File: src/rtl/pe_pkg.sv
// Shared constants and types for the PE sequencer slice.
package pe_pkg;

   localparam int DATA_W    = 16;
   localparam int ACC_IDX_W = 4;

   typedef enum logic [1:0] {
      SEQ_IDLE,
      SEQ_MAC,
      SEQ_DRAIN,
      SEQ_ROUND
   } seq_state_e;

   typedef enum logic [2:0] {
      CONN_S0, CONN_S1, CONN_S2, CONN_S3,
      CONN_S4, CONN_S5, CONN_S6, CONN_S7
   } conn_state_e;

   // A request for zero accumulators still uses one; oversize requests saturate.
   function automatic logic [ACC_IDX_W-1:0] clamp_nacc(input logic [3:0] n,
                                                      input logic [ACC_IDX_W-1:0] max_n);
      logic [ACC_IDX_W-1:0] r;
      if (n == 4'd0)
         r = ACC_IDX_W'(1);
      else if (n > max_n)
         r = max_n;
      else
         r = n;
      return r;
   endfunction

endpackage

File: src/rtl/pe_seq_res_fifo.sv
// Synchronous show-ahead result FIFO holding {acc index, rounded data}, with occupancy count.
module pe_seq_res_fifo #(
   parameter int WIDTH = 20,
   parameter int DEPTH = 4
) (
   input  logic                     clk,
   input  logic                     rst_n,
   input  logic                     push_i,
   input  logic [WIDTH-1:0]         push_data_i,
   input  logic                     pop_i,
   output logic [WIDTH-1:0]         head_o,
   output logic                     empty_o,
   output logic [$clog2(DEPTH):0]   count_o
);
   localparam int AW = $clog2(DEPTH);

   logic [WIDTH-1:0] mem_q [DEPTH];
   logic [AW-1:0]    wr_ptr_q, rd_ptr_q;
   logic [AW:0]      count_q;
   logic             do_push, do_pop;

   always_comb begin
      do_pop  = pop_i && (count_q != '0);
      do_push = push_i && ((count_q < (AW+1)'(DEPTH)) || do_pop);
   end

   always_ff @(posedge clk) begin
      if (do_push)
         mem_q[wr_ptr_q] <= push_data_i;
   end

   // Pointers wrap naturally because DEPTH is a power of two.
   always_ff @(posedge clk) begin
      if (!rst_n) begin
         wr_ptr_q <= '0;
         rd_ptr_q <= '0;
         count_q  <= '0;
      end else begin
         if (do_push)
            wr_ptr_q <= wr_ptr_q + 1'b1;
         if (do_pop)
            rd_ptr_q <= rd_ptr_q + 1'b1;
         if (do_push && !do_pop)
            count_q <= count_q + 1'b1;
         else if (do_pop && !do_push)
            count_q <= count_q - 1'b1;
      end
   end

   assign head_o  = mem_q[rd_ptr_q];
   assign empty_o = (count_q == '0);
   assign count_o = count_q;

endmodule

File: src/rtl/pe_sequencer.sv
// Command-driven operand streamer and result collector for one PE MAC unit.
// Optional PE_SEQ_PERF_EN adds perf_stall_cnt / perf_cmd_cnt counters.
module pe_sequencer #(
   parameter int DATA_W    = pe_pkg::DATA_W,
   parameter int NUM_ACC   = 8,
   parameter int LEN_W     = 8,
   parameter int RES_DEPTH = 4
) (
   input  logic              clk,
   input  logic              rst_n,
   input  logic              cmd_valid,
   output logic              cmd_ready,
   input  logic [LEN_W-1:0]  cmd_len,
   input  logic [3:0]        cmd_nacc,
   input  logic [2:0]        cmd_conn,
   input  logic              op_valid,
   output logic              op_ready,
   input  logic [DATA_W-1:0] op_a,
   input  logic [DATA_W-1:0] op_b,
   output logic [DATA_W-1:0] pe_data_in_1,
   output logic [DATA_W-1:0] pe_data_in_2,
   output logic [3:0]        pe_add_number,
   output logic              pe_acc_we,
   output logic              pe_acc_clr,
   output logic [3:0]        pe_round_number,
   output logic              pe_rounder_en,
   output logic [2:0]        pe_connection_state,
   input  logic [DATA_W-1:0] pe_data_out,
   output logic              res_valid,
   input  logic              res_ready,
   output logic [DATA_W-1:0] res_data,
   output logic [3:0]        res_idx,
   output logic              busy
`ifdef PE_SEQ_PERF_EN
   ,
   output logic [31:0]       perf_stall_cnt,
   output logic [31:0]       perf_cmd_cnt
`endif
);
   import pe_pkg::*;

   localparam int CNT_W = $clog2(RES_DEPTH) + 1;

   seq_state_e           state_q, state_d;
   logic [LEN_W-1:0]     len_q, len_d, k_q, k_d;
   logic [ACC_IDX_W-1:0] nacc_q, nacc_d, idx_q, idx_d;
   conn_state_e          conn_q, conn_d;
   logic                 drain_q, drain_d;
   logic [ACC_IDX_W:0]   rd_cnt_q, rd_cnt_d;

   // Stage 1 feeds the PE multiplier; stage 2 lines up with its registered product.
   logic [DATA_W-1:0]    in1_q, in2_q;
   logic                 s1_we_q, s1_clr_q, s2_we_q, s2_clr_q;
   logic [ACC_IDX_W-1:0] s1_idx_q, s2_idx_q;
   logic                 cap_q;
   logic [ACC_IDX_W-1:0] cap_idx_q;

   logic                 zero_len, beat, last_beat;
   logic                 rd_pending, credit_ok, rd_issue, round_done;
   logic                 mac_stall, round_stall;
   logic [CNT_W-1:0]     fifo_count;
   logic                 fifo_empty, fifo_pop;
   logic [ACC_IDX_W+DATA_W-1:0] fifo_head;

   always_comb begin
      zero_len    = (len_q == '0);
      beat        = (state_q == SEQ_MAC) && (zero_len || op_valid);
      last_beat   = beat && (idx_q == nacc_q - 1'b1) && (zero_len || (k_q == len_q - 1'b1));
      credit_ok   = (int'(fifo_count) + int'(cap_q)) < RES_DEPTH;
      rd_pending  = (state_q == SEQ_ROUND) && (rd_cnt_q < {1'b0, nacc_q});
      rd_issue    = rd_pending && credit_ok;
      round_done  = (state_q == SEQ_ROUND) && !rd_pending && !cap_q;
      mac_stall   = (state_q == SEQ_MAC) && !op_valid;
      round_stall = rd_pending && !credit_ok;
   end

   always_comb begin
      state_d  = state_q;
      len_d    = len_q;
      nacc_d   = nacc_q;
      conn_d   = conn_q;
      k_d      = k_q;
      idx_d    = idx_q;
      drain_d  = drain_q;
      rd_cnt_d = rd_cnt_q;
      case (state_q)
         SEQ_IDLE: begin
            if (cmd_valid) begin
               state_d = SEQ_MAC;
               len_d   = cmd_len;
               nacc_d  = clamp_nacc(cmd_nacc, ACC_IDX_W'(NUM_ACC));
               conn_d  = conn_state_e'(cmd_conn);
               k_d     = '0;
               idx_d   = '0;
            end
         end
         SEQ_MAC: begin
            if (beat) begin
               if (idx_q == nacc_q - 1'b1) begin
                  idx_d = '0;
                  k_d   = k_q + 1'b1;
               end else begin
                  idx_d = idx_q + 1'b1;
               end
            end
            if (last_beat) begin
               state_d = SEQ_DRAIN;
               drain_d = 1'b0;
            end
         end
         SEQ_DRAIN: begin
            drain_d = 1'b1;
            if (drain_q) begin
               state_d  = SEQ_ROUND;
               rd_cnt_d = '0;
            end
         end
         SEQ_ROUND: begin
            if (rd_issue)
               rd_cnt_d = rd_cnt_q + 1'b1;
            if (round_done)
               state_d = SEQ_IDLE;
         end
         default: state_d = SEQ_IDLE;
      endcase
   end

   always_ff @(posedge clk) begin
      if (!rst_n) begin
         state_q   <= SEQ_IDLE;
         len_q     <= '0;
         nacc_q    <= '0;
         conn_q    <= CONN_S0;
         k_q       <= '0;
         idx_q     <= '0;
         drain_q   <= 1'b0;
         rd_cnt_q  <= '0;
         in1_q     <= '0;
         in2_q     <= '0;
         s1_we_q   <= 1'b0;
         s1_clr_q  <= 1'b0;
         s1_idx_q  <= '0;
         s2_we_q   <= 1'b0;
         s2_clr_q  <= 1'b0;
         s2_idx_q  <= '0;
         cap_q     <= 1'b0;
         cap_idx_q <= '0;
      end else begin
         state_q   <= state_d;
         len_q     <= len_d;
         nacc_q    <= nacc_d;
         conn_q    <= conn_d;
         k_q       <= k_d;
         idx_q     <= idx_d;
         drain_q   <= drain_d;
         rd_cnt_q  <= rd_cnt_d;
         // Zero-length commands still write each accumulator, with a zero product.
         in1_q     <= (beat && !zero_len) ? op_a : '0;
         in2_q     <= (beat && !zero_len) ? op_b : '0;
         s1_we_q   <= beat;
         s1_clr_q  <= beat && (k_q == '0);
         s1_idx_q  <= beat ? idx_q : '0;
         s2_we_q   <= s1_we_q;
         s2_clr_q  <= s1_clr_q;
         s2_idx_q  <= s1_idx_q;
         cap_q     <= rd_issue;
         cap_idx_q <= rd_issue ? rd_cnt_q[ACC_IDX_W-1:0] : '0;
      end
   end

   pe_seq_res_fifo #(
      .WIDTH (ACC_IDX_W + DATA_W),
      .DEPTH (RES_DEPTH)
   ) u_res_fifo (
      .clk         (clk),
      .rst_n       (rst_n),
      .push_i      (cap_q),
      .push_data_i ({cap_idx_q, pe_data_out}),
      .pop_i       (fifo_pop),
      .head_o      (fifo_head),
      .empty_o     (fifo_empty),
      .count_o     (fifo_count)
   );

   assign fifo_pop            = res_valid && res_ready;
   assign res_valid           = !fifo_empty;
   assign res_data            = res_valid ? fifo_head[DATA_W-1:0] : '0;
   assign res_idx             = res_valid ? fifo_head[ACC_IDX_W+DATA_W-1:DATA_W] : '0;
   assign cmd_ready           = (state_q == SEQ_IDLE);
   assign op_ready            = (state_q == SEQ_MAC) && !zero_len;
   assign pe_data_in_1        = in1_q;
   assign pe_data_in_2        = in2_q;
   assign pe_add_number       = s2_idx_q;
   assign pe_acc_we           = s2_we_q;
   assign pe_acc_clr          = s2_clr_q;
   assign pe_rounder_en       = rd_issue;
   assign pe_round_number     = rd_issue ? rd_cnt_q[ACC_IDX_W-1:0] : '0;
   assign pe_connection_state = conn_q;
   assign busy                = (state_q != SEQ_IDLE) || !fifo_empty;

`ifdef PE_SEQ_PERF_EN
   logic [31:0] stall_cnt_q, cmd_cnt_q;

   always_ff @(posedge clk) begin
      if (!rst_n) begin
         stall_cnt_q <= '0;
         cmd_cnt_q   <= '0;
      end else begin
         if (mac_stall || round_stall)
            stall_cnt_q <= stall_cnt_q + 32'd1;
         if (round_done)
            cmd_cnt_q <= cmd_cnt_q + 32'd1;
      end
   end

   assign perf_stall_cnt = stall_cnt_q;
   assign perf_cmd_cnt   = cmd_cnt_q;
`else
   logic unused_perf;
   assign unused_perf = ^{mac_stall, round_stall};
`endif

endmodule

File: config.mk
export PLATFORM = sky130hd
export DESIGN_NAME = pe_sequencer
export DESIGN_NICKNAME = d
export VERILOG_FILES = /design/src/rtl/pe_pkg.sv /design/src/rtl/pe_seq_res_fifo.sv /design/src/rtl/pe_sequencer.sv
export SDC_FILE = /design/constraint.sdc
export NUM_CORES = 1
export LEC_CHECK = 0
export CAP_MARGIN = 20
export CORE_MARGIN = 10
export CORE_UTILIZATION = 51
export CTS_CLUSTER_SIZE = 25
export DETAILED_ROUTE_END_ITERATION = 8
export PLACE_DENSITY = 0.79
export SYNTH_ARGS = -nofsm -noshare
export SYNTH_HDL_FRONTEND = slang
export SYNTH_HIERARCHICAL = 1
export SYNTH_SLANG_ARGS = --single-unit
export TNS_END_PERCENT = 20
File: constraint.sdc
create_clock -name clk -period 3.2 [get_ports clk]
set_input_delay 0.32 -clock clk [delete_from_list [all_inputs] [get_ports clk]]
set_output_delay 0.32 -clock clk [all_outputs]
set_load 0.03 [all_outputs]
==> run summary <==
Status -> finished, final reports clean
Area grow syn2layout -> 32.4%
Most used cell along the critical path -> a21o_1
Clock buffer count from CTS -> 17
Drt first pass iters -> 4
Fmax -> 328 MHz
CP Launch Type -> flip-flop
HPWL Detailed -> 11100 um
CTS tree -> built
Seq cells post-synth -> 173
Leak -> 0.00341 uW
Remaining DRCs -> 0
Syn Area/Cell -> 12.8 um^2
CP max stage cell -> clkdlybuf4s50_1
# IOs -> 138
Initial detailed-routing violation count -> 311
Syn_nets -> 627
Async SR Flop Fraction -> 0
Hold Path Sink -> pe_add_number[1]
Final Cell Area -> 0.00917 mm^2
Ys Warns -> 6
Final-report hold violation count -> 0
Largest net degree at the start of global routing -> 39
WL/cell -> 17.8 um
Reg2reg start -> u_res_fifo/count_o[0]
Antenna-violating nets left -> 0
Tcrit/Tclk final -> 0.952
Starting Density -> 0.521
Worst path top cell family by delay -> buffers and inverters
CP Data Required Time -> 2.88 ns
Cells after Synth -> 539
Chip Height -> 137 um
Worst r2r dst -> u_res_fifo/count_o[2]
Worst-skew pair later-pin latency -> 0.42 ns
Final setup fails -> 0
CP arrival -> 2.73 ns
Hold WS -> 0.433 ns
CP endpoint kind -> output port
Unrepaired setup endpoints after global routing -> no
Buffers on Ports -> 137
Hold Crit Start -> s1_idx_q[1]
NumNets Final -> 772
Reg2Reg Setup Slack -> 0.45 ns
Post-Route WL -> 15500 um
Row Count -> 42
Core box area -> 0.0133 mm^2
Hold depth -> 1
Number of buffers inserted by hold repair at cts -> 0
GRT overflow -> 0
First-pass GRT wire length -> 24300 um
Max_slew headroom -> 0.572
Ys flop type -> dfxtp_1
CP cell instances -> inv_1 > ha_1 > a21o_1 > a21o_1 > a21oi_2 > and2_1 > clkdlybuf4s50_1
Antenna Cells -> 0
Clock transition at the registers of the reported paths -> 0.06 ns
Slowest stage delay, CP -> 0.67 ns
Sink Count -> 173
Synth unique cells -> 51
Maxcap violations -> 0
Max FO, Critical Path -> 12
Clock skew -> 0.00711 ns
Vias -> 4559
WP buf/inv -> 2
Seq/Total Area, Yosys -> 0.616
Crit path setup slack, layout -> 0.154 ns
Routability cong. -> 0.824
Maximum vdd drop -> 318 uV
Via-per-instance ratio -> 5.23
Die area -> 0.0186 mm^2
Die width -> 137 um
Hold/Removal Path Class -> flip-flop to flip-flop
Reg2reg path depth -> 10
Total GRT Usage -> 0.168
Max-slew violation count -> 0
Area after DPL -> 0.00852 mm^2
Pwr Density -> 639 mW/mm^2
H-Tree Depth -> 4
CTS root buffer -> clkbuf_16
Number of synthesized flops with an enable pin -> 80
Initial antenna violation count -> 0
Fraction of layout cells with a size suffix above 1 -> 0.108
Synthesized cell area -> 0.00693 mm^2
CTS max path bufs -> 2
Tmin final -> 3.05 ns
Worst-Margin Slew -> 0.642 ns
Vias in the first global route -> 4712
Setup Crit Path Kind -> flip-flop to output port
TNS Setup -> 0 ns
Post-place setup slack -> 0.372 ns
==> cells in the final DEF (no fill, tap or decap), types with 5 or more instances in the layout <==
cell type        count
bufinv_16            5
clkdlybuf4s50_1    137
edfxtp_1            80
a21boi_0            19
inv_1               17
clkbuf_16           17
and3_1              39
nand2_1             44
nand3b_1             5
o21ai_0             14
nor2b_1             25
xor2_1              20
ha_1                19
and2_1              22
xnor2_1              8
buf_4                9
a21oi_1              8
dfxtp_1             93
nor2_1              26
mux4_2              20
nor3_1               5
nand3_1              7
==> worst max path at each step <==
stage / start / endpoint / slack [ns] / cells after the start
3_3_place_gp: nacc_q[1] / pe_round_number[1] / 0.50 / 7
2_1_floorplan: u_res_fifo/count_o[0] / u_res_fifo/count_o[2] / 0.85 / 10
4_1_cts: nacc_q[1] / pe_round_number[1] / 0.15 / 7
6_report: nacc_q[1] / pe_round_number[1] / 0.15 / 7
3_5_place_dp: res_ready / u_res_fifo/count_o[2] / 0.37 / 10
5_1_grt: nacc_q[1] / pe_round_number[2] / 0.01 / 7
==> state kept, by name, summed over array words and instances, names as in the netlist, 2 cells and up, named ones only <==
register / count
cap_idx_q: 4
k_q: 8
pe_data_in_1: 16
nacc_q: 4
u_res_fifo/rd_ptr_q: 2
state_q: 2
u_res_fifo/wr_ptr_q: 2
pe_data_in_2: 16
u_res_fifo/count_o: 3
pe_connection_state: 3
len_q: 8
s1_idx_q: 4
rd_cnt_q: 5
idx_q: 4
u_res_fifo/mem_q: 80
pe_add_number: 4
==> stage by stage <==
step,util,cells,power [uW]
floorplan,-,539,3280
global placement,0.641,841,3660
detailed placement,0.641,841,3700
CTS,0.690,872,5910
global route,0.690,872,6110
finish,0.690,872,5860
==> layout make-up <==
cell class | count | area (um^2)
clock inverter | 14 | 218
clock buffer | 17 | 425
tap | 176 | 220
inverter | 17 | 63.8
fill | 906 | 4120
multi-input combinational | 327 | 2500
sequential | 173 | 4260
timing repair buffer | 148 | 1480
==> per-layer routing <==
| metal | vias to the layer above | GRT usage | share of wire |
|---|---|---|---|
| li1 | 2211 | - | - |
| met1 | 2190 | 0.179 | 0.38 |
| met2 | 133 | 0.307 | 0.53 |
| met3 | 25 | 0.0447 | 0.068 |
| met4 | 0 | 0.0734 | 0.019 |
| met5 | - | 0 | 0 |
==> worst register-to-register path, cell delays in order, from the launching register on <==
cell     delay, ns
dfxtp_1       0.52
nor3_2        0.11
nor2b_1       0.37
nor2b_4       0.09
nor2_1        0.25
ha_1          0.24
inv_1         0.06
fa_1          0.38
xor2_1        0.16
or3_1         0.30
a21oi_1       0.18
==> logic make-up (layout without fill, tap and decap cells) <==
kind of cell,Yosys count,count (layout),synth area share
AO/OA/AOI/OAI,60,60,0.0618
XOR/XNOR,28,28,0.0354
adder cells (fa/ha/maj),20,20,0.0372
buffers and inverters,39,196,0.0247
flip-flops,173,173,0.616
multiplexers,24,24,0.0708
AND/OR/NAND/NOR,195,195,0.154
==> cells in the mapped netlist, types with 2 or more instances <==
| cell type | count | area (um^2) |
|---|---|---|
| ha_1 | 19 | 238 |
| a21oi_1 | 9 | 45.0 |
| xnor2_1 | 8 | 70.1 |
| a2111oi_0 | 2 | 17.5 |
| buf_2 | 3 | 15.0 |
| nand3b_1 | 5 | 37.5 |
| a21boi_0 | 19 | 143 |
| and3_1 | 39 | 244 |
| nor2_1 | 27 | 101 |
| nor4b_1 | 2 | 17.5 |
| o21ai_1 | 2 | 10.0 |
| or3_1 | 4 | 25.0 |
| mux4_2 | 20 | 450 |
| edfxtp_1 | 80 | 2400 |
| clkbuf_1 | 15 | 56.3 |
| nand3_1 | 7 | 35.0 |
| xor2_1 | 20 | 175 |
| buf_6 | 2 | 22.5 |
| nand2_1 | 44 | 165 |
| a21o_1 | 2 | 15.0 |
| nor2b_1 | 25 | 156 |
| nand4_1 | 4 | 25.0 |
| and2_1 | 22 | 138 |
| inv_1 | 17 | 63.8 |
| dfxtp_1 | 93 | 1860 |
| mux2i_1 | 4 | 40.0 |
| nor3_1 | 6 | 30.0 |
| o21ai_0 | 14 | 70.1 |
| o211ai_1 | 2 | 15.0 |
| nand2b_1 | 2 | 12.5 |
==> where the power goes <==
group	total (uW)	internal, uW	switching [uW]
sequential	2510	2410	91.5
combinational	1150	472	674
clock	2210	1380	828
total	5860	4270	1590
==> repair_timing <==
action	CTS	global route
setup buffers	0	0
endpoints found under the setup margin	4	0
gates resized for setup	1	0
No activity file was read; power rests on OpenSTA's default activity.
